<file path="src/rtl/usb_pkg.sv">
// usb_pkg: shared types and constants for the USB transmit-side blocks.
package usb_pkg;

    // Native byte width of the USB core's data path.
    localparam int USB_BYTE_W = 8;

    // Output-stage state: EMPTY means nothing is offered to the core,
    // LOADED means data_in holds a byte waiting for its strobe.
    typedef enum logic {
        EMPTY  = 1'b0,
        LOADED = 1'b1
    } out_state_e;

endpackage

</file>
<file path="src/rtl/usb_tx_feeder_if.sv">
// usb_tx_feeder_if: byte handshake between the feeder and the USB core.
// The feeder (master) offers data_in/data_in_valid; the core (slave)
// answers with a one-cycle data_strobe when it takes the byte.
interface usb_tx_feeder_if
    import usb_pkg::*;
#(
    parameter int DATA_W = USB_BYTE_W
);
    logic [DATA_W-1:0] data_in;
    logic              data_in_valid;
    logic              data_strobe;

    modport master (output data_in, output data_in_valid, input  data_strobe);
    modport slave  (input  data_in, input  data_in_valid, output data_strobe);
endinterface

</file>
<file path="src/rtl/usb_sync_fifo.sv">
// usb_sync_fifo: single-clock FIFO with wrap-bit pointers (modulo 2*DEPTH).
// Read data is presented combinationally from the head entry; the
// consumer registers it. Writes while full and reads while empty are ignored.
module usb_sync_fifo #(
    parameter int DATA_W = 8,
    parameter int DEPTH  = 16
) (
    input  logic                   clk,
    input  logic                   rst_n,
    input  logic                   flush,
    input  logic                   wr_en,
    input  logic [DATA_W-1:0]      wr_data,
    input  logic                   rd_en,
    output logic [DATA_W-1:0]      rd_data,
    output logic                   full,
    output logic                   empty,
    output logic [$clog2(DEPTH):0] level
);
    localparam int AW    = $clog2(DEPTH);
    localparam int PTR_W = AW + 1;

    logic [PTR_W-1:0]  wr_ptr_q, wr_ptr_d;
    logic [PTR_W-1:0]  rd_ptr_q, rd_ptr_d;
    logic [DATA_W-1:0] mem_q [DEPTH];
    logic              do_wr, do_rd;

    assign do_wr = wr_en && !full  && !flush;
    assign do_rd = rd_en && !empty && !flush;

    // Pointer advance; flush returns both pointers to zero.
    always_comb begin
        // NOTE: every always_comb output is assigned a default first, so no path can leave it holding a value (that would infer a latch).
        wr_ptr_d = wr_ptr_q;
        rd_ptr_d = rd_ptr_q;
        if (flush) begin
            wr_ptr_d = '0;
            rd_ptr_d = '0;
        end else begin
            if (do_wr) wr_ptr_d = wr_ptr_q + 1'b1;
            if (do_rd) rd_ptr_d = rd_ptr_q + 1'b1;
        end
    end

    // Pointer registers.
    always_ff @(posedge clk or negedge rst_n) begin
        // NOTE: sequential state uses non-blocking assignments so every flop samples pre-edge values regardless of process order.
        if (!rst_n) begin
            wr_ptr_q <= '0;
            rd_ptr_q <= '0;
        end else begin
            wr_ptr_q <= wr_ptr_d;
            rd_ptr_q <= rd_ptr_d;
        end
    end

    // Storage array write port.
    always_ff @(posedge clk) begin
        // NOTE: the storage array is deliberately not reset; the pointers alone define which entries are meaningful, and that keeps it mappable to RAM.
        if (do_wr) mem_q[wr_ptr_q[AW-1:0]] <= wr_data;
    end

    assign full    = (wr_ptr_q[AW] != rd_ptr_q[AW]) && (wr_ptr_q[AW-1:0] == rd_ptr_q[AW-1:0]);
    assign empty   = (wr_ptr_q == rd_ptr_q);
    assign rd_data = mem_q[rd_ptr_q[AW-1:0]];
    assign level   = wr_ptr_q - rd_ptr_q;

endmodule

</file>
<file path="src/rtl/usb_tx_feeder.sv">
// usb_tx_feeder: buffers user bytes in a FIFO behind a registered output
// stage feeding the USB core's data_in / data_in_valid / data_strobe handshake.
// Define USB_TX_FEEDER_PATTERN_EN to build the incrementing test-pattern source;
// without it the pattern inputs are ignored and pattern_busy is tied low.
module usb_tx_feeder
    import usb_pkg::*;
#(
    parameter int DATA_W      = USB_BYTE_W,
    parameter int DEPTH       = 16,
    parameter int PATTERN_LEN = 3
) (
    input  logic                     clk_48,
    input  logic                     rst_n,
    input  logic [DATA_W-1:0]        wr_data,
    input  logic                     wr_en,
    output logic                     full,
    input  logic                     flush,
    output logic [$clog2(DEPTH)+1:0] count,
    output logic                     overflow,
    usb_tx_feeder_if.master          usb,
    input  logic                     pattern_en,
    input  logic [DATA_W-1:0]        pattern_start,
    output logic                     pattern_busy
);
    localparam int PTR_W = $clog2(DEPTH) + 1;
    localparam int CNT_W = $clog2(DEPTH) + 2;

    out_state_e        state_q, state_d;
    logic [DATA_W-1:0] data_q, data_d;
    logic              overflow_q, overflow_d;

    logic              fifo_wr, fifo_rd, fifo_empty, bypass;
    logic [DATA_W-1:0] fifo_rd_data;
    logic [PTR_W-1:0]  fifo_level;

    logic              pat_avail, pat_take;
    logic [DATA_W-1:0] pat_byte;

    // A byte that goes straight into an idle output stage bypasses storage;
    // the FIFO itself rejects writes while full, so a same-cycle strobe never rescues one.
    assign fifo_wr = wr_en && !flush && !bypass;

    usb_sync_fifo #(.DATA_W(DATA_W), .DEPTH(DEPTH)) u_fifo (
        .clk     (clk_48),
        .rst_n   (rst_n),
        .flush   (flush),
        .wr_en   (fifo_wr),
        .wr_data (wr_data),
        .rd_en   (fifo_rd),
        .rd_data (fifo_rd_data),
        .full    (full),
        .empty   (fifo_empty),
        .level   (fifo_level)
    );

    // Output-stage state register.
    always_ff @(posedge clk_48 or negedge rst_n) begin
        if (!rst_n) state_q <= EMPTY;
        else        state_q <= state_d;
    end

    // Next state: refill whenever the stage is empty or its byte is strobed.
    always_comb begin
        state_d  = state_q;
        data_d   = data_q;
        fifo_rd  = 1'b0;
        bypass   = 1'b0;
        pat_take = 1'b0;
        if (flush) begin
            state_d = EMPTY;
        end else if (state_q == EMPTY || usb.data_strobe) begin
            if (pat_avail) begin
                state_d  = LOADED;
                data_d   = pat_byte;
                pat_take = 1'b1;
            end else if (!fifo_empty) begin
                state_d = LOADED;
                data_d  = fifo_rd_data;
                fifo_rd = 1'b1;
            end else if (wr_en) begin
                state_d = LOADED;
                data_d  = wr_data;
                bypass  = 1'b1;
            end else begin
                state_d = EMPTY;
            end
        end
    end

    // FSM outputs towards the USB core.
    always_comb begin
        usb.data_in_valid = (state_q == LOADED);
        usb.data_in       = data_q;
    end

    // Overflow is sticky until flush; a write is dropped whenever storage was full.
    always_comb begin
        overflow_d = flush ? 1'b0 : (overflow_q || (wr_en && full));
    end

    // Output data register and overflow flag.
    always_ff @(posedge clk_48 or negedge rst_n) begin
        if (!rst_n) begin
            data_q     <= '0;
            overflow_q <= 1'b0;
        end else begin
            data_q     <= data_d;
            overflow_q <= overflow_d;
        end
    end

    assign overflow = overflow_q;
    assign count    = CNT_W'(fifo_level) + CNT_W'(state_q == LOADED);

`ifdef USB_TX_FEEDER_PATTERN_EN
    logic              pat_en_q, pat_en_d;
    logic              pat_busy_q, pat_busy_d;
    logic [DATA_W-1:0] pat_byte_q, pat_byte_d;
    logic [7:0]        pat_left_q, pat_left_d;

    // Pattern run control: start on a rising edge when idle, step on each take,
    // and stay busy until the last pattern byte has been strobed.
    always_comb begin
        pat_en_d   = pattern_en;
        pat_busy_d = pat_busy_q;
        pat_byte_d = pat_byte_q;
        pat_left_d = pat_left_q;
        if (flush) begin
            pat_busy_d = 1'b0;
            pat_left_d = '0;
        end else if (!pat_busy_q) begin
            if (pattern_en && !pat_en_q) begin
                pat_busy_d = 1'b1;
                pat_byte_d = pattern_start;
                pat_left_d = 8'(PATTERN_LEN);
            end
        end else begin
            if (pat_take) begin
                pat_byte_d = pat_byte_q + 1'b1;
                pat_left_d = pat_left_q - 1'b1;
            end
            // With nothing left to issue, the loaded byte is the final pattern byte.
            if (pat_left_q == '0 && state_q == LOADED && usb.data_strobe) pat_busy_d = 1'b0;
        end
    end

    // Pattern generator registers.
    always_ff @(posedge clk_48 or negedge rst_n) begin
        if (!rst_n) begin
            pat_en_q   <= 1'b0;
            pat_busy_q <= 1'b0;
            pat_byte_q <= '0;
            pat_left_q <= '0;
        end else begin
            pat_en_q   <= pat_en_d;
            pat_busy_q <= pat_busy_d;
            pat_byte_q <= pat_byte_d;
            pat_left_q <= pat_left_d;
        end
    end

    assign pat_avail    = pat_busy_q && (pat_left_q != '0);
    assign pat_byte     = pat_byte_q;
    assign pattern_busy = pat_busy_q;
`else
    logic unused_pattern;

    assign pat_avail      = 1'b0;
    assign pat_byte       = '0;
    assign pattern_busy   = 1'b0;
    assign unused_pattern = ^{pattern_en, pattern_start, pat_take};
`endif

endmodule

</file>
<file path="src/flat_wrapper.sv">
// flat-port wrapper written by rule: the top's interface ports become plain ports
module usb_tx_feeder_flat import usb_pkg::*;
#(
    parameter int DATA_W      = USB_BYTE_W,
    parameter int DEPTH       = 16,
    parameter int PATTERN_LEN = 3
)
  (clk_48, rst_n, wr_data, wr_en, full, flush, count, overflow, pattern_en, pattern_start, pattern_busy, usb_data_in, usb_data_in_valid, usb_data_strobe);
  usb_tx_feeder_if #(.DATA_W(DATA_W)) usb_i ();
  input  logic clk_48;
  input  logic rst_n;
  input  logic [DATA_W-1:0] wr_data;
  input  logic wr_en;
  output logic full;
  input  logic flush;
  output logic [$clog2(DEPTH)+1:0] count;
  output logic overflow;
  input  logic pattern_en;
  input  logic [DATA_W-1:0] pattern_start;
  output logic pattern_busy;
  output wire logic [$bits(usb_i.data_in)-1:0] usb_data_in;
  output wire logic [$bits(usb_i.data_in_valid)-1:0] usb_data_in_valid;
  input wire logic [$bits(usb_i.data_strobe)-1:0] usb_data_strobe;
  assign usb_data_in = usb_i.data_in;
  assign usb_data_in_valid = usb_i.data_in_valid;
  assign usb_i.data_strobe = usb_data_strobe;
  usb_tx_feeder #(.DATA_W(DATA_W), .DEPTH(DEPTH), .PATTERN_LEN(PATTERN_LEN)) u_core (.clk_48(clk_48), .rst_n(rst_n), .wr_data(wr_data), .wr_en(wr_en), .full(full), .flush(flush), .count(count), .overflow(overflow), .usb(usb_i), .pattern_en(pattern_en), .pattern_start(pattern_start), .pattern_busy(pattern_busy));
endmodule
</file>
<file path="config.mk">
export PLATFORM = sky130hd
export DESIGN_NAME = usb_tx_feeder_flat
export DESIGN_NICKNAME = d
export VERILOG_FILES = /design/src/rtl/usb_pkg.sv /design/src/rtl/usb_tx_feeder_if.sv /design/src/rtl/usb_sync_fifo.sv /design/src/rtl/usb_tx_feeder.sv /design/src/flat_wrapper.sv
export SDC_FILE = /design/constraint.sdc
export NUM_CORES = 1
export LEC_CHECK = 0
export CAP_MARGIN = 20
export CORE_AREA = 4 4 114 116
export DETAILED_ROUTE_END_ITERATION = 12
export DIE_AREA = 0 0 118 120
export PLACE_DENSITY = 0.76
export REMOVE_ABC_BUFFERS = 1
export SKIP_CTS_REPAIR_TIMING = 1
export SLEW_MARGIN = 20
export SYNTH_ARGS = -nofsm -noshare
export SYNTH_HDL_FRONTEND = slang
export SYNTH_SLANG_ARGS = --single-unit
</file>
<file path="constraint.sdc">
create_clock -name clk_48 -period 5.83 [get_ports clk_48]
set_input_delay 1.4575 -clock clk_48 [delete_from_list [all_inputs] [get_ports clk_48]]
set_output_delay 1.4575 -clock clk_48 [all_outputs]
set_load 0.01 [all_outputs]
</file>
[After elaboration in Yosys (flattened, before gate mapping)]
Memory sizes are Yosys's and may differ from the RTL's.
Index checks and enable logic that the tools add are counted.
Storage, ports and cells
  register bits: 20
  bits in writable memories: 128
  output and inout bits: 18
  word-level logic and storage cells: 53
  memories kept: 1
Operators by class
  $add $sub $neg: 4
  eq/ne operators: 4
  mux-type cells: 19
  bitwise logic cells: 2
  reductions and logical operators: 18
Memories
  u_core.u_fifo.mem_q: depth 16, bits a word 8, read ports 1, clocked after memory_dff 0, wr ports 1, line usb_sync_fifo.sv:24  | logic [DATA_W-1:0] mem_q [DEPTH];
Operators with widths (number)
  5-bit 2-to-1 mux: 4
  8-bit 2-to-1 mux: 2
  1-bit 2-to-1 mux: 13
  5-bit by 1-bit adder with 5-bit output (second input constant): 2
  1-bit logical AND: 8
  5-bit by 1-bit adder with 6-bit output: 1
  2-bit nonzero test: 3
  5-bit == test: 1
  5-bit subtractor: 1
  4-bit == test: 1
  1-bit logical NOT: 4
  3-bit AND reduction: 1
  1-bit logical OR: 2
  2-bit != test (second input constant): 1
  1-bit NOT: 2
  1-bit != test: 1

[Depth between registers and ports, before layout]
  depth after elaboration: 10
  mapped depth: 10

[By module]
A second synthesis with hierarchy kept.
Second synthesis, totals
  cell total of the unflattened synthesis: 363
  area total of the unflattened synthesis: 6286.0 um^2
By module, submodules not included
  usb_sync_fifo: times used 1, cells each 315, area an instance 5694.2 um^2, seq. area each 4093.9 um^2
  usb_tx_feeder: times used 1, cells each 48, area an instance 591.8 um^2, seq. area each 250.2 um^2

[Worst setup path before layout]
OpenSTA, ideal clock, no wires.
  kind: reg2out
  from: register u_core.u_fifo.rd_ptr_q[1]
  to: output count[4]
  arrival time: 1.859 ns
  data required time: 4.373 ns
  path slack: 2.513 ns
  stages on the path, launching flop included: 8
  buffers on the path: 1
  cells stage by stage: dfrtp_1 > buf_2 > inv_1 > fa_1 > ha_1 > nand2_1 > nor3_1 > xor2_1
On the way
  cells in the longest elaborated chain, start to end: 2
RTL lines
  start: declaration: line usb_sync_fifo.sv:23  | logic [PTR_W-1:0] rd_ptr_q, rd_ptr_d;
  start signal: assignment: line usb_sync_fifo.sv:52  | rd_ptr_q <= rd_ptr_d;
  5-bit subtractor: line usb_sync_fifo.sv:65  | assign level = wr_ptr_q - rd_ptr_q;
  5-bit by 1-bit adder with 6-bit output: line usb_tx_feeder.sv:113  | assign count = CNT_W'(fifo_level) + CNT_W'(state_q == LOADED);
  end: declaration: line flat_wrapper.sv:16  | output logic [$clog2(DEPTH)+1:0] count;
No other way between the ends.

[Worst setup path after layout]
  from: register u_core.u_fifo.rd_ptr_q[2]
  to: output count[4]
Same word-level chain as after synthesis.

==> metrics.cfg <==
[synthesis]
synth-simple-area-share_pct = 7.84
synth.avg_cell_area_um2 = 15.9
synth_compound_area_share_pct = 5.19
async_reset_ff_share_pct = 13.5
synth_cell_types = 48
ys_seq_elements = 148
syn_area_um2 = 6430
ys.flop_type = edfxtp_1
synth_xor_area_share_pct = 1.89
synth_cells = 405
yosysSeqAreaShare_pct = 67.5
synth_top_family_by_area = multiplexers
synth_top_area_cell = edfxtp_1
synth_edf_count = 128
synthMuxAreaShare_pct = 12.0
netlist.area_leader.share_pct = 59.8
synth_fa_ha_area_share_pct = 2.45
ys.warnings.count = 0
synth_area_leaders = edfxtp_1 60%, dfrtp_1 7.8%, mux4_1 6.1%, mux2_2 3.9%, ha_1 2.1%

[clocking]
clkTransAtPathRegs_ps = 60
clk_path_buf_depth = 2
cts_tree = done
numCtsBuffers = 17
cts_root_buffer = clkbuf_16
clock_sinks = 148
htreeDepth = 4
clk_latency_ps = 420

[global_route]
grt_max_degree = 52
grt_pass1_wl_um = 19400
antenna_found_initial = 0
track_usage_pct = 18.3
grt_pass1_vias = 3570
grt_overflow = 0

[cells_and_area]
fin_cells = 596
finalNetCount = 470
diodes = 0
drive_above_1_share_pct = 15.8
syn_to_final_growth_pct = 15.1

[setup_path]
worstPathCellList = inv_1, ha_1, nand2_1, nand2_1, a21oi_1, xnor2_1, xor2_1, clkdlybuf4s50_1
endpoint_kind = output pin
timing.critical_path.slowest_cell_delay_ps = 720
cp_slowest_cell = dfrtp_1
required_ps = 4370
worstPathArrival_ps = 3030
path_buf_inv = 2
critPathTopFamily = buffers and inverters
crit_path_frequent_cell = nand2_1
cp-start-kind = flop
worstPathMaxFanout = 21
crit_type = reg -> out

[sta]
fmax_mhz = 223
drv_slew = 0
worst-slew-pin-transition_ps = 1010
finalSetupViolCount = 0
fin_hold_ws_ps = 479
min_period_over_period_pct = 77.0
hold_viol = 0
fin_setup_tns_ps = 0
fin_crit_ps = 4490
maxSlewHeadroom_pct = 32.4
grt_setup_unrepaired = no
fin_worst_skew_ps = 11.0

[placement]
hpwl_um = 8050
gp_congestion = 0.845
numPlacedInstances = 564
place.port_buffers = 29

[floorplanning]
start_util_pct = 54.0
fp.dieH_um = 120
dieWidth_um = 118
fp-row-count = 40
core_area_um2 = 11900
die_area_um2 = 14200
ios = 40

[routing]
dr_total_vias = 3527
totalWireLength_um = 12400
vias_per_cell = 5.92
dr.pass1.iters = 5
drtIter0Drc = 399
drc = 0
detail_route.wl_per_cell_um = 20.8
ant_nets = 0

[flow_run]
maxCapViolCount = 0

[pwr]
fin_total_pwr_mw = 2.87
peakVddDrop_v = 0.000205
p_leak_nw = 2.51
pwr_density_cell_nw_per_um2 = 388

[hold_path]
hold_path_class = reg -> reg

[outcome]
status = completed

[where the power goes]
part	leakage, nW	switching (mW)	internal (mW)
registers	1.41	0.0244	1.20
logic	0.799	0.285	0.244
clock network	0.294	0.440	0.685
[metrics by stage]
| stage | instance area, um^2 | setup slack [ps] | util, % |
|---|---|---|---|
| CTS | 7390 | 1330 | 62.0 |
| detailed placement | 6770 | 1430 | 56.8 |
| finish | 7400 | 1340 | 62.1 |
| global route | 7400 | 1070 | 62.1 |
| global placement | 6770 | 1520 | 56.8 |
| floorplan | 6270 | 1340 | - |
[sequential cells by signal (all words and copies together), names as in the netlist]
register / count
u_core.overflow: 1
u_core.usb.data_in: 8
u_core.usb.data_in_valid: 1
u_core.u_fifo.mem_q: 128
u_core.u_fifo.wr_ptr_q: 5
u_core.u_fifo.rd_ptr_q: 5
[worst paths after layout]
kind	cells after the start	slack [ps]	to	startpoint
worst min register to register	2	480	u_core.usb.data_in[2]	u_core.usb.data_in[2]
min in group asynchronous	1	1600	u_core.overflow	rst_n
worst max-delay path	8	1340	count[4]	u_core.u_fifo.rd_ptr_q[2]
worst min-delay path	2	480	u_core.usb.data_in[2]	u_core.usb.data_in[2]
worst max register to register	7	2420	u_core.u_fifo.mem_q[13][4]	u_core.u_fifo.rd_ptr_q[3]
max in group asynchronous	1	3560	u_core.u_fifo.rd_ptr_q[0]	rst_n
[final cells by class]
type / count / area, um^2
clock buffer: 17 / 425
inverter: 8 / 30.0
clock inverter: 15 / 194
fill: 859 / 4510
multi-input combinational: 229 / 1910
timing repair buffer: 32 / 313
tap: 147 / 184
sequential: 148 / 4350
[cells in the mapped netlist, types with 2 or more instances]
cell,instances
edfxtp_1,128
nor2_1,33
mux2_2,22
dfrtp_1,20
a21oi_1,19
nand2_1,17
mux4_1,15
nand3_1,15
nand2b_1,12
ha_1,11
mux2i_1,11
o21ai_0,11
o31ai_1,8
a22oi_1,7
buf_2,7
inv_1,7
xor2_1,7
nor3_1,6
xnor2_1,5
buf_4,4
and3_1,3
buf_12,3
clkbuf_1,3
or3_1,3
and2_1,2
buf_6,2
nand2_2,2
nor2b_1,2
[cells by family (layout without fill, tap and decap cells)]
family	count (synthesis)	after routing
XOR/XNOR	13	13
AO/OA/AOI/OAI	52	52
flip-flops	148	148
adder cells (fa/ha/maj)	12	12
buffers and inverters	28	72
AND/OR/NAND/NOR	102	102
other	1	1
multiplexers	49	49
[layout by cell type, fill, tap and decap left out, types with 5 or more instances in the layout]
cell type / instances
edfxtp_1: 128
nor2_1: 33
clkdlybuf4s50_1: 29
mux2_2: 22
a21oi_1: 19
dfrtp_1: 19
nand2_1: 17
clkbuf_16: 17
nand3_1: 15
mux4_1: 15
nand2b_1: 12
o21ai_0: 11
mux2i_1: 11
ha_1: 11
o31ai_1: 8
inv_1: 7
xor2_1: 7
a22oi_1: 7
inv_6: 6
xnor2_1: 5
[worst register-to-register path, cell delays in order, from the launching register on]
cell and delay [ps]:
dfrtp_1 570, clkinv_1 360, ha_1 430, and4_1 280
a21oi_2 220, and2_1 260, nand2_1 220, nor2_1 700
[routing by layer]
layer  up-vias  part of all wire [%]  global-route usage [%]
li1       1618                     -                       -
met1      1762                    42                    22.9
met2       121                    50                    30.5
met3        26                   5.1                    4.34
met4         0                   2.8                    8.06
met5         -                     0                       0
Power figures use the tool's default switching activity.
